==> src/rtl/arcade_cab_input.sv <==
// Cabinet-input conditioner: hps_io joystick words to active-low arcade controls.
// Define ARCADE_CAB_INPUT_DEBOUNCE_EN to add a stability filter ahead of the input register.
module arcade_cab_input #(
  parameter int PLAYERS         = 2,
  parameter int COIN_CYCLES     = 120000,
  parameter int BLINK_CYCLES    = 3000000,
  parameter int DEBOUNCE_CYCLES = 24000
) (
  input  logic                  clk_sys,
  input  logic                  reset,
  input  logic [16*PLAYERS-1:0] joystick,
  input  logic                  swap_cs,
  input  logic [PLAYERS-1:0]    credit,
  output logic [4*PLAYERS-1:0]  dir_n,
  output logic [PLAYERS-1:0]    coin_n,
  output logic                  start1_n,
  output logic                  start2_n,
  output logic [PLAYERS-1:0]    lamp
);
  localparam int CW = (COIN_CYCLES > 1) ? $clog2(COIN_CYCLES) : 1;
  localparam int BW = (BLINK_CYCLES > 1) ? $clog2(BLINK_CYCLES) : 1;
  localparam logic [CW-1:0] COIN_LAST  = CW'(COIN_CYCLES - 1);
  localparam logic [BW-1:0] BLINK_LAST = BW'(BLINK_CYCLES - 1);

  typedef enum logic [1:0] {IDLE = 2'd0, PULSE = 2'd1, GAP = 2'd2} coin_state_e;

  // Only bits 0..6 of each player word are used: 7 bits per player internally.
  logic [7*PLAYERS-1:0] raw_s;
  logic [7*PLAYERS-1:0] filt_s;
  logic [7*PLAYERS-1:0] j_in_s;
  logic [7*PLAYERS-1:0] j_q_r;
  logic [PLAYERS-1:0]   coin_prev_r;
  logic [PLAYERS-1:0]   coin_edge_s;
  logic [4*PLAYERS-1:0] dir_s;
  logic                 start1_s;
  logic                 start2_s;
  logic                 unused_hi_s;
  logic [BW-1:0]        blink_cnt_r;
  logic                 phase_r;

  // Gather the used bits of every player word
  always_comb begin
    raw_s       = '0;
    unused_hi_s = 1'b0;
    for (int p = 0; p < PLAYERS; p++) begin
      raw_s[7*p +: 7] = joystick[16*p +: 7];
      unused_hi_s     = unused_hi_s ^ (^joystick[16*p+7 +: 9]);
    end
  end

`ifdef ARCADE_CAB_INPUT_DEBOUNCE_EN
  localparam int DW = (DEBOUNCE_CYCLES > 1) ? $clog2(DEBOUNCE_CYCLES) : 1;
  localparam logic [DW-1:0] DEB_LAST = DW'(DEBOUNCE_CYCLES - 1);
  logic [DW-1:0]        deb_cnt_r [7*PLAYERS];
  logic [7*PLAYERS-1:0] filt_r;

  // A raw bit replaces the filtered bit once it has differed for DEBOUNCE_CYCLES cycles
  always_ff @(posedge clk_sys) begin
    for (int i = 0; i < 7*PLAYERS; i++) begin
      if (reset) begin
        deb_cnt_r[i] <= '0;
        filt_r[i]    <= 1'b0;
      end else if (raw_s[i] == filt_r[i]) begin
        deb_cnt_r[i] <= '0;
      end else if (deb_cnt_r[i] == DEB_LAST) begin
        deb_cnt_r[i] <= '0;
        filt_r[i]    <= raw_s[i];
      end else begin
        deb_cnt_r[i] <= deb_cnt_r[i] + DW'(1);
      end
    end
  end
  assign filt_s = filt_r;
`else
  assign filt_s = raw_s;
`endif

  // Coin/start exchange applied ahead of the input register
  always_comb begin
    j_in_s = filt_s;
    for (int p = 0; p < PLAYERS; p++) begin
      if (swap_cs) begin
        j_in_s[7*p+4] = filt_s[7*p+5];
        j_in_s[7*p+5] = filt_s[7*p+4];
      end else begin
        j_in_s[7*p+4] = filt_s[7*p+4];
        j_in_s[7*p+5] = filt_s[7*p+5];
      end
    end
  end

  // Input register and previous coin level for edge detection
  always_ff @(posedge clk_sys) begin
    if (reset) begin
      j_q_r       <= '0;
      coin_prev_r <= '0;
    end else begin
      j_q_r <= j_in_s;
      for (int p = 0; p < PLAYERS; p++) begin
        coin_prev_r[p] <= j_q_r[7*p+4];
      end
    end
  end

  // SOCD cleaning, start OR-reduction and coin edge detection
  always_comb begin
    dir_s       = '0;
    start1_s    = 1'b0;
    start2_s    = 1'b0;
    coin_edge_s = '0;
    for (int p = 0; p < PLAYERS; p++) begin
      dir_s[4*p+0]   = j_q_r[7*p+0] & ~j_q_r[7*p+1];
      dir_s[4*p+1]   = j_q_r[7*p+1] & ~j_q_r[7*p+0];
      dir_s[4*p+2]   = j_q_r[7*p+2] & ~j_q_r[7*p+3];
      dir_s[4*p+3]   = j_q_r[7*p+3] & ~j_q_r[7*p+2];
      start1_s       = start1_s | j_q_r[7*p+5];
      start2_s       = start2_s | j_q_r[7*p+6];
      coin_edge_s[p] = j_q_r[7*p+4] & ~coin_prev_r[p];
    end
  end

  // Registered direction and start outputs
  always_ff @(posedge clk_sys) begin
    if (reset) begin
      dir_n    <= '1;
      start1_n <= 1'b1;
      start2_n <= 1'b1;
    end else begin
      dir_n    <= ~dir_s;
      start1_n <= ~start1_s;
      start2_n <= ~start2_s;
    end
  end

  genvar gp;
  generate
    for (gp = 0; gp < PLAYERS; gp++) begin : g_coin
      coin_state_e   state_r;
      logic [CW-1:0] cnt_r;
      logic [1:0]    pend_r;
      logic          coin_q_r;

      // Coin pulse shaper; presses during a pulse or gap queue up to three deep
      always_ff @(posedge clk_sys) begin
        if (reset) begin
          state_r  <= IDLE;
          cnt_r    <= '0;
          pend_r   <= 2'd0;
          coin_q_r <= 1'b1;
        end else begin
          case (state_r)
            IDLE: begin
              if (coin_edge_s[gp] || (pend_r != 2'd0)) begin
                state_r  <= PULSE;
                cnt_r    <= '0;
                coin_q_r <= 1'b0;
                if (!coin_edge_s[gp]) begin
                  pend_r <= pend_r - 2'd1;
                end
              end
            end
            PULSE: begin
              if (coin_edge_s[gp] && (pend_r != 2'd3)) begin
                pend_r <= pend_r + 2'd1;
              end
              if (cnt_r == COIN_LAST) begin
                state_r  <= GAP;
                cnt_r    <= '0;
                coin_q_r <= 1'b1;
              end else begin
                cnt_r <= cnt_r + CW'(1);
              end
            end
            GAP: begin
              if (coin_edge_s[gp] && (pend_r != 2'd3)) begin
                pend_r <= pend_r + 2'd1;
              end
              if (cnt_r == COIN_LAST) begin
                state_r <= IDLE;
                cnt_r   <= '0;
              end else begin
                cnt_r <= cnt_r + CW'(1);
              end
            end
            default: begin
              state_r  <= IDLE;
              cnt_r    <= '0;
              coin_q_r <= 1'b1;
            end
          endcase
        end
      end

      assign coin_n[gp] = coin_q_r;
    end
  endgenerate

  // Shared blink phase and per-player lamp gating
  always_ff @(posedge clk_sys) begin
    if (reset) begin
      blink_cnt_r <= '0;
      phase_r     <= 1'b0;
      lamp        <= '0;
    end else begin
      if (blink_cnt_r == BLINK_LAST) begin
        blink_cnt_r <= '0;
        phase_r     <= ~phase_r;
      end else begin
        blink_cnt_r <= blink_cnt_r + BW'(1);
      end
      lamp <= credit & {PLAYERS{phase_r}};
    end
  end
endmodule

==> config.mk <==
export PLATFORM = sky130hd
export DESIGN_NAME = arcade_cab_input
export DESIGN_NICKNAME = d
export VERILOG_FILES = /design/src/rtl/arcade_cab_input.sv
export SDC_FILE = /design/constraint.sdc
export NUM_CORES = 1
export LEC_CHECK = 0
export ABC_CLOCK_PERIOD_IN_PS = 4200
export CAP_MARGIN = 10
export CORE_MARGIN = 5
export CORE_UTILIZATION = 40
export CTS_BUF_LIST = sky130_fd_sc_hd__clkbuf_2
export CTS_CLUSTER_DIAMETER = 50
export DETAILED_ROUTE_END_ITERATION = 10
export GPL_ROUTABILITY_DRIVEN = 0
export SKIP_LAST_GASP = 1
export SYNTH_ARGS = -nofsm -noshare
export SYNTH_HDL_FRONTEND = slang
export SYNTH_SLANG_ARGS = --single-unit
==> constraint.sdc <==
create_clock -name clk_sys -period 4.2 [get_ports clk_sys]
set_input_delay 0.84 -clock clk_sys [delete_from_list [all_inputs] [get_ports clk_sys]]
set_output_delay 0.84 -clock clk_sys [all_outputs]
set_load 0.02 [all_outputs]
Word level (Yosys, flattened, before mapping)

Cells that the tools add are included.

Bitwise logic cells: 29
Add/subtract/negate cells: 7
Reductions and logical operators: 19
Eq/ne operators: 19
Muxes and demuxes: 30

Operator list:

| kind                                                                     | count |
|---|---|
| 17-bit 2-to-1 mux                                                        | 4 |
| 17-bit case mux with 2 select lines                                      | 2 |
| 17-bit by 1-bit adder with 17-bit output (second input constant)         | 2 |
| 17-bit == test (second input constant)                                   | 2 |
| 2-bit 2-to-1 mux                                                         | 14 |
| 22-bit by 1-bit adder with 22-bit output (second input constant)         | 1 |
| 22-bit == test (second input constant)                                   | 1 |
| 2-bit inequality test (second input constant)                            | 10 |
| 1-bit inverter                                                           | 15 |
| 2-bit case mux with 3 select lines                                       | 2 |
| 3-bit AND reduction                                                      | 4 |
| 1-bit bitwise AND                                                        | 10 |
| 8-bit inverter                                                           | 1 |
| 2-bit case mux with 2 select lines                                       | 2 |
| 4-bit AND reduction                                                      | 2 |
| 2-bit nonzero test                                                       | 4 |
| 1-bit case mux with 3 select lines                                       | 2 |
| 2-bit OR reduction                                                       | 3 |
| 2-bit by 1-bit adder with 2-bit output (second input constant)           | 2 |
| 2-bit by 1-bit == test with 1-bit output (second input constant)         | 2 |
| 2-bit == test (second input constant)                                    | 2 |
| 2-bit zero test                                                          | 2 |
| 1-bit 2-to-1 mux                                                         | 4 |
| 2-bit by 1-bit inequality test with 1-bit output (second input constant) | 2 |
| other kinds (5)                                                          | 9 |

Register bits: 95
Input port bits: 37

Depth between registers and ports, before layout

Depth after elaboration: 5
Mapped depth: 8
Gate-level depth less buffers: 7

Least setup slack after synthesis

OpenSTA, ideal clock, no wires.

Path type: reg-to-reg
Start point: register g_coin[0].cnt_r[0]
End point: register g_coin[0].cnt_r[7]
Stages on the path, launching flop included: 8
Arrival: 1861 ps
Clock period less this slack: 1935 ps
Setup slack: 2265 ps
Path buffers: 1
Cell sequence: dfxtp_1 > ha_1 > and3_1 > and3_1 > buf_6 > a21bo_2 > or4_1 > a31oi_1

Longest elaborated chain between the ends: 3
Elaborated cells on any way between the ends: 4
Those cells by class: add/sub (1); eq/ne (1); mux (2)

RTL lines:

| what                                                                              | line     | source |
|---|---|---|
| start, declared                                                                   | 139      | `logic [CW-1:0] cnt_r;` |
| start signal, assigned                                                            | 171      | `cnt_r <= cnt_r + CW'(1);` |
| start signal, assigned                                                            | 182      | `cnt_r <= cnt_r + CW'(1);` |
| 17-bit by 1-bit adder with 17-bit output / 17-bit == test (equally long branches) | n/a      |  |
| 17-bit 2-to-1 mux *                                                               | 166, 178 |  |
| 17-bit case mux with 2 select lines *                                             | 151      | `case (state_r)` |

Every way passes the cells marked *; elsewhere a longest branch is shown, timed or not.
A chain may end at the register's enable or synchronous reset.

Worst setup path in the final report

Start point: register dir_n[4]
End point: output port dir_n[4]

RTL lines:

| what                   | line | source |
|---|---|---|
| start, declared        | 14   | `output logic [4*PLAYERS-1:0] dir_n,` |
| start signal, assigned | 129  | `dir_n <= ~dir_s;` |

No word-level cell between the ends.

==> results.md <==
- Status: finished clean
- Cell Rows: 37
- Sequential cell area: 1900 um2
- Commonest non-fill, non-tap cell in the layout: dfxtp_1
- Critical Path AT: 1550 ps
- CP max FO: 1
- Yosys warns: 0
- Slowest-stage cell, CP: clkdlybuf4s50_1
- Multi-input gate area: 2200 um2
- Fmax: 419 MHz
- Detailed Routing Iterations Pass 1: 6
- Largest net degree at the start of global routing: 45
- Layout cell share with drive strength beyond 1: 0.0591
- Measured slew at the worst slew-check pin: 802 ps
- Hpwl dp: 5770 um
- Area Growth Syn to Fin: 11.8%
- Vias in the first global route: 3,312
- #FFs+latches synth: 95
- Initial DRC count: 202
- Max incr delay on CP: 610 ps
- LEAKAGE: 1.63 nW
- Final Util: 0.459
- Antenna Violating Nets Remaining: 0
- Clock tree from TritonCTS: done
- Clock Tree Root: clkbuf_2
- Synthesized area: 4250 um2
- Net count after synthesis: 529
- Fin. max-slew vios: 0
- Global routing usage on met2: 0.226
- Overflow after GRT: 0
- Fill cells: 1,035
- Total Nets Final: 551
- Total track usage: 0.134
- Depth of the CTS H-tree: 3
- Comb power frac: 0.185
- Clock power frac: 0.267
- Die W: 113 um
- Starting Density: 0.410
- DR vias/cell: 5.30
- Post-CTS sizing: 0
- RSZ-0062 raised after global routing: no
- Initial antenna violation count: 0
- # hold bufs at CTS: 0
- Sw Pwr: 0.538 mW
- Placement Cell Area: 4630 um2
- Final Cycle Share: 0.569
- Crit path max-delay family: buffers and inverters
- DRT Wirelength: 8240 um
- Post-Layout Cell Count: 644
- Seq pwr share: 0.549
- Max clock buf depth: 2
- Maximum vdd ir drop: 0.000138 V
- Final Instance Area: 4760 um2
- Slew HR: 0.465
- Crit path cell chain: clkdlybuf4s50_1
- Cts bufs inserted: 9
- Post-CTS Setup Repair Bufs: 0
- CP Class: flop to output port
- Worst EP required: 3360 ps
- Main flop type after synthesis: dfxtp_1
- Final hold vios: 0
- Grt met1 use: 0.172
- R2r setup slk: 1930 ps
- IO Count: 51
- Mapped Cells: 481
- Buf+Inv Stages, Crit Path: 1
- Gr busiest metal: met2
- Final Setup Violations: 0
- Final min period: 2390 ps
- Dpl cells: 628
- Setup tns final: 0 ps
- Most frequent cells in the layout: dfxtp_1 (95), nor2_1 (63), nand2_1 (46)
- Die height: 113 um
- Port bufs: 32
- Clock transition at the registers of the reported paths: 270 ps
- Clk_lat worst skew: 570 ps
- Switching Share: 0.307
- Global routing usage on met3: 0.0294
- Avg Synthesized Cell Area: 8.84 um2
- Count of flip-flops with a built-in enable after synthesis: 0
- CP startpoint kind: flop
- Pwr dens: 368 nW/um2
- Ant. Diodes: 0
- Worst hold path class: flop to flop
- Count of cell types in the netlist: 51
- Vias: 3,411
- Internal Power: 1.21 mW
- Critical path capture point type: output port
- Clock Skew: 30.1 ps
- DRC: 0
- CTS Sinks: 95
- Async SR Flop Fraction: 0
- First-pass GRT wire length: 14,600 um
- Register area share after synthesis: 0.447
- Total of max-cap violations: 0
- Die footprint: 12,800 um2
- Core area: 10,400 um2
- Drt wl/cell: 12.8 um
[layout make-up]
type	count	share of cell area
inverters	9	0.00710
repair buffers	33	0.0679
flip-flops and latches	95	0.400
clock inverters	7	0.0166
multi-input cells	355	0.463
clock buffers	9	0.00947
well taps	136	0.0358
[worst paths after layout]
| kind | start | end | cells after the start |
|---|---|---|---|
| worst max register to register | g_coin[1].cnt_r[1] | g_coin[1].cnt_r[12] | 6 |
| worst min register to register | j_q_r[0] | dir_n[0] | 1 |
| worst min-delay path | j_q_r[0] | dir_n[0] | 1 |
| worst max-delay path | dir_n[4] | dir_n[4] | 1 |
[flip-flops by register name (all words and copies together) (netlist names)]
name	flops
g_coin.pend_r	4
g_coin.cnt_r	34
g_coin.coin_q_r	2
coin_prev_r	2
start1_n	1
j_q_r	14
lamp	2
g_coin.state_r	4
blink_cnt_r	22
start2_n	1
phase_r	1
dir_n	8
[through the flow]
stage          hold WS (ps)  total power [mW]  worst slack, ps
5_1_grt                 438              1.85             1680
3_5_place_dp            368              1.30             1950
4_1_cts                 421              1.78             1720
2_1_floorplan           353              1.22             2260
3_3_place_gp            356              1.30             2000
6_report                413              1.75             1810
[power groups by stage]
stage | clock network, mW | logic (mW) | registers [mW]
4_1_cts | 0.491 | 0.328 | 0.962
2_1_floorplan | 0 | 0.246 | 0.977
5_1_grt | 0.524 | 0.361 | 0.967
3_5_place_dp | 0 | 0.326 | 0.978
3_3_place_gp | 0 | 0.321 | 0.976
6_report | 0.467 | 0.323 | 0.960
[per-layer routing]
layer | part of all wire | wire [um] | up-vias
li1 | - | - | 1737
met1 | 0.48 | 3980 | 1610
met2 | 0.48 | 3910 | 55
met3 | 0.030 | 244 | 9
met4 | 0.011 | 93 | 0
met5 | 0 | 0 | -
[Yosys cell counts (all sizes together) (6+ instances only)]
| cell | instances | share of area |
|---|---|---|
| and4 | 6 | 0.013 |
| nand2 | 46 | 0.041 |
| nand4 | 17 | 0.025 |
| buf | 10 | 0.016 |
| xor2 | 19 | 0.039 |
| xnor2 | 19 | 0.039 |
| clkbuf | 12 | 0.011 |
| a31oi | 12 | 0.018 |
| nor4 | 6 | 0.012 |
| mux2i | 8 | 0.019 |
| nor3 | 13 | 0.015 |
| nor2b | 15 | 0.022 |
| nor2 | 63 | 0.056 |
| nand3 | 31 | 0.036 |
| inv | 9 | 0.0079 |
| ha | 11 | 0.032 |
| and3 | 12 | 0.018 |
| dfxtp | 95 | 0.45 |
| or4 | 6 | 0.011 |
| a21oi | 13 | 0.015 |
| nand2b | 7 | 0.010 |
| o21ai | 7 | 0.0082 |
[kinds of logic (layout without fill, tap and decap cells)]
group,Yosys count,after routing,synth area share
AND/OR/NAND/NOR,247,247,0.308
flip-flops,95,95,0.447
AO/OA/AOI/OAI,51,51,0.0803
XOR/XNOR,38,38,0.0782
buffers and inverters,31,58,0.0350
adder cells (fa/ha/maj),11,11,0.0324
multiplexers,8,8,0.0188
No activity file was read; power rests on OpenSTA's default activity.
